`src/rtl/fwd_scoreboard.sv`:
```
// rtl/fwd_scoreboard.sv - DEPTH-slot writer scoreboard producing forward selects and D-stage stall
// Optional feature macro: FWD_STALL_CNT_EN (adds the stall_cnt saturating stall-cycle counter)
module fwd_scoreboard #(
  parameter int DEPTH = 3,
  parameter int AW    = 5,
  parameter int NSRC  = 2,
  parameter int SW    = 2
) (
  input  logic               clk,
  input  logic               reset_n,
  input  logic               issue_valid,
  input  logic               issue_we,
  input  logic [AW-1:0]      issue_dst,
  input  logic [SW-1:0]      issue_rdy,
  input  logic               flush,
  input  logic [NSRC*AW-1:0] src_addr,
  output logic [NSRC*SW-1:0] fwd_sel,
  output logic               stall
`ifdef FWD_STALL_CNT_EN
  ,
  output logic [31:0]        stall_cnt
`endif
);

  // Array index k holds pipeline slot k+1 (index 0 = E).
  logic [DEPTH-1:0] slot_v;
  logic [DEPTH-1:0] slot_we;
  logic [AW-1:0]    slot_dst [DEPTH];
  logic [SW-1:0]    slot_rdy [DEPTH];

  // A ready slot of 0 would never be reached, so it is normalised to E on capture.
  logic [SW-1:0] issue_rdy_norm;
  assign issue_rdy_norm = (issue_rdy == '0) ? SW'(1) : issue_rdy;

  // Slot shift register: slot 1 captures D (or a bubble), older slots always drain.
  always_ff @(posedge clk or negedge reset_n) begin
    if (!reset_n) begin
      slot_v  <= '0;
      slot_we <= '0;
      for (int k = 0; k < DEPTH; k++) begin
        slot_dst[k] <= '0;
        slot_rdy[k] <= '0;
      end
    end else begin
      slot_v[0]   <= issue_valid && !stall && !flush;
      slot_we[0]  <= issue_we;
      slot_dst[0] <= issue_dst;
      slot_rdy[0] <= issue_rdy_norm;
      for (int k = 1; k < DEPTH; k++) begin
        slot_v[k]   <= slot_v[k-1];
        slot_we[k]  <= slot_we[k-1];
        slot_dst[k] <= slot_dst[k-1];
        slot_rdy[k] <= slot_rdy[k-1];
      end
    end
  end

  // Per channel: youngest matching writer decides forward slot or interlock.
  always_comb begin : fwd_decode
    logic [AW-1:0] src;
    logic          hit;
    logic [SW-1:0] sel;
    logic          stl;
    fwd_sel = '0;
    stall   = 1'b0;
    src     = '0;
    hit     = 1'b0;
    sel     = '0;
    stl     = 1'b0;
    for (int ch = 0; ch < NSRC; ch++) begin
      src = src_addr[ch*AW +: AW];
      hit = 1'b0;
      sel = '0;
      stl = 1'b0;
      for (int k = 0; k < DEPTH; k++) begin
        if (!hit && slot_v[k] && slot_we[k] && (slot_dst[k] == src) && (src != '0)) begin
          hit = 1'b1;
          if (slot_rdy[k] <= SW'(k + 1)) sel = SW'(k + 1);
          else                           stl = 1'b1;
        end
      end
      fwd_sel[ch*SW +: SW] = sel;
      stall = stall | stl;
    end
  end

`ifdef FWD_STALL_CNT_EN
  // Saturating count of edges seen with stall asserted.
  always_ff @(posedge clk or negedge reset_n) begin
    if (!reset_n)                             stall_cnt <= '0;
    else if (stall && (stall_cnt != '1))      stall_cnt <= stall_cnt + 32'd1;
  end
`endif

endmodule
```
`config.mk`:
```
export PLATFORM = sky130hd
export DESIGN_NAME = fwd_scoreboard
export DESIGN_NICKNAME = d
export VERILOG_FILES = /design/src/rtl/fwd_scoreboard.sv
export SDC_FILE = /design/constraint.sdc
export NUM_CORES = 1
export LEC_CHECK = 0
export ABC_AREA = 0
export CORE_ASPECT_RATIO = 0.9
export CORE_MARGIN = 4
export CORE_UTILIZATION = 25
export CTS_CLUSTER_SIZE = 10
export DETAILED_ROUTE_END_ITERATION = 6
export SLEW_MARGIN = 0
export SYNTH_ARGS = -nofsm -noshare
export SYNTH_HDL_FRONTEND = slang
export SYNTH_SLANG_ARGS = --single-unit
```
`constraint.sdc`:
```
create_clock -name clk -period 2.1 [get_ports clk]
set_clock_uncertainty 0.15 [all_clocks]
set_input_delay 0.21 -clock clk [delete_from_list [all_inputs] [get_ports clk]]
set_output_delay 0.21 -clock clk [all_outputs]
set_load 0.02 [all_outputs]
```
==> out/qor.csv <==
metric,value,unit
run status,"complete, but fails checks",
failing checks,setup timing,
vias,907,
"Seq/Total Area, Yosys",0.556,
synth warn,0,
clock-pin slew on the worst setup and hold paths,0.09,ns
I/O pin cnt,27,
syn_area_per_cell,12.1,sq um
Initial DRC Count,36,
Netlist Area Pre-Place,1120,sq um
die area,5640,sq um
Detailed Route WL,2880,microns
core area,4210,sq um
share of layout cells above drive strength 1,0.387,
max cap viols,0,
"Clk Latency, worst-skew pair",0.27,ns
Hold/Removal Path Class,input port to async pin,
Startpoint Class,flop,
R2R setup slack,0.06,ns
Clock Tree Root,clkbuf_8,
ant diodes,0,
Max Fanout on Critical Path,4,
Final Max Tran Viols,0,
crit share post-route,1.15,
Yosys reg bits,25,
Slew @ Worst Pin,0.333,ns
Worst Path Arrival,2.05,ns
vias in the first global route,1044,
final setup fails,5,
r2r endpoint,slot_v[0]$_DFF_PN0_,
# nets final,173,
Clock Path Buffers,2,
H-tree depth,1,
TritonCTS Buffers,3,
global route overflow,0,
DRC violations left,0,
"Distinct cells, synth",27,
initial antenna violation count,0,
via/cell ratio,4.32,
Crit Reg-Reg Startpoint,slot_dst[12]$_DFF_PN0_,
syn_nets,115,
Tmin final,2.41,ns
critical path class,flop to output port,
maximum VDD drop,321,uV
top achievable clock speed,0.416,GHz
starting density of the core,0.267,
Die Height,71.6,microns
drt wl/cell,13.7,microns
CTS tree,built,
GRT Overall Usage,0.108,
setup ws final,-0.306,ns
Final Power,1.00,mW
fin util,0.431,
Rel. slew slack,0.776,
Pleak,0.762,nW
"Data required, critical path",1.74,ns
hpwl dp,2140,microns
routability-driven placement congestion ratio,0.819,
Post-Syn Instances,93,
IO buf count,26,
largest net degree at the start of global routing,26,
first-pass GRT wire length,4760,microns
RSZ-0062 raised after global routing,true,
hold slack,0.136,ns
Power Density,551,nW/um^2
R2R cell count,6,
Detail Route Antenna Nets,0,
CTS Sinks,25,
final count of hold timing violations,0,
Pre-antenna DRT Iters,4,
synthesis-to-finish area growth,61.5,%
Worst setup EP type,output port,
Die X,78.7,microns
number of core rows,22,
## per-stage QoR
| stage | cells | cell area [sq um] | TNS [ns] | setup WS (ns) |
|---|---|---|---|---|
| floorplan | 93 | 1120 | 0 | 0.0319 |
| global placement | 203 | 1640 | -4.19 | -0.813 |
| detailed placement | 203 | 1640 | -4.37 | -0.831 |
| CTS | 210 | 1750 | -1.07 | -0.307 |
| global route | 210 | 1820 | -1.36 | -0.387 |
| finish | 210 | 1820 | -0.988 | -0.306 |
## state kept, by name, indices dropped and copies added (netlist names)
signal	count
slot_we	3
slot_dst	15
slot_v	3
slot_rdy	4
## worst max-delay path by stage
stage / end / slack [ns] / startpoint
after floorplan: stall / 0.03 / slot_dst[13]$_DFF_PN0_
after global placement: stall / -0.81 / src_addr[3]
after detailed placement: stall / -0.83 / src_addr[3]
after CTS: stall / -0.31 / slot_dst[12]$_DFF_PN0_
after global routing: stall / -0.39 / slot_dst[12]$_DFF_PN0_
final: stall / -0.31 / slot_dst[12]$_DFF_PN0_
## cells by family after synthesis
kind of cell	Yosys count	synth area share
mux	1	0.0100
compound gates	8	0.0612
xor+xnor	28	0.218
flops	25	0.556
buf+inv	3	0.0100
simple gates	28	0.145
## Yosys cell counts (all sizes together)
cell,n,area [sq um]
dfrtp,25,626
xnor2,21,184
xor2,7,61.3
nand2,5,18.8
nand4,4,25.0
or4,4,33.8
nand3,3,15.0
nor3,3,15.0
inv,2,7.50
nand2b,2,12.5
nor2,2,7.51
nor4,2,12.5
o21ai,2,10.0
a21boi,1,7.51
a221o,1,10.0
a22o,1,8.76
a311oi,1,15.0
a31o,1,8.76
and2,1,6.26
clkbuf,1,3.75
mux2,1,11.3
nand3b,1,7.51
nand4b,1,8.76
o221ai,1,8.76
## routing by layer
layer	GRT usage	share of wire	wire (microns)	vias to the layer above
met2	0.187	0.51	1460	29
met5	0	0	0	-
met3	0.0188	0.051	146	2
li1	-	-	-	438
met1	0.138	0.44	1260	438
met4	0.0311	0.0055	16	0
## worst max-delay path, stage by stage, from the launching register on
cell,delay [ns]
dfrtp_1,0.44
xnor2_1,0.19
nand4_1,0.13
or4_4,0.45
a22o_1,0.25
a31o_1,0.19
buf_6,0.13
## cell type report
cell class | count | area [sq um]
fill | 401 | 2390
sequential | 25 | 627
multi-input combinational | 65 | 579
timing repair buffer | 54 | 479
tap | 60 | 75.1
clock buffer | 3 | 41.3
clock inverter | 1 | 7.51
inverter | 2 | 7.51
## layout by cell type, fill, tap and decap left out, types with 4 or more instances in the layout
cell type	instances
buf_4	25
dfrtp_1	24
xnor2_1	18
clkdlybuf4s50_1	11
dlygate4sd2_1	9
buf_6	8
xor2_1	7
nand4_1	4
## power breakdown
group | leakage, nW | internal, mW | switching (mW) | total, mW
Clock | 0.0217 | 0.135 | 0.164 | 0.299
Combinational | 0.449 | 0.102 | 0.0716 | 0.173
Sequential | 0.291 | 0.506 | 0.0232 | 0.529
Total | 0.762 | 0.742 | 0.259 | 1.00
## repair_timing
item	CTS	global route
setup buffers	3	0
pin swaps	13	11
gates resized for setup	49	16
endpoints found under the setup margin	6	6
hold buffers	0	0
Note: power is estimated with default switching activity, not from simulation.
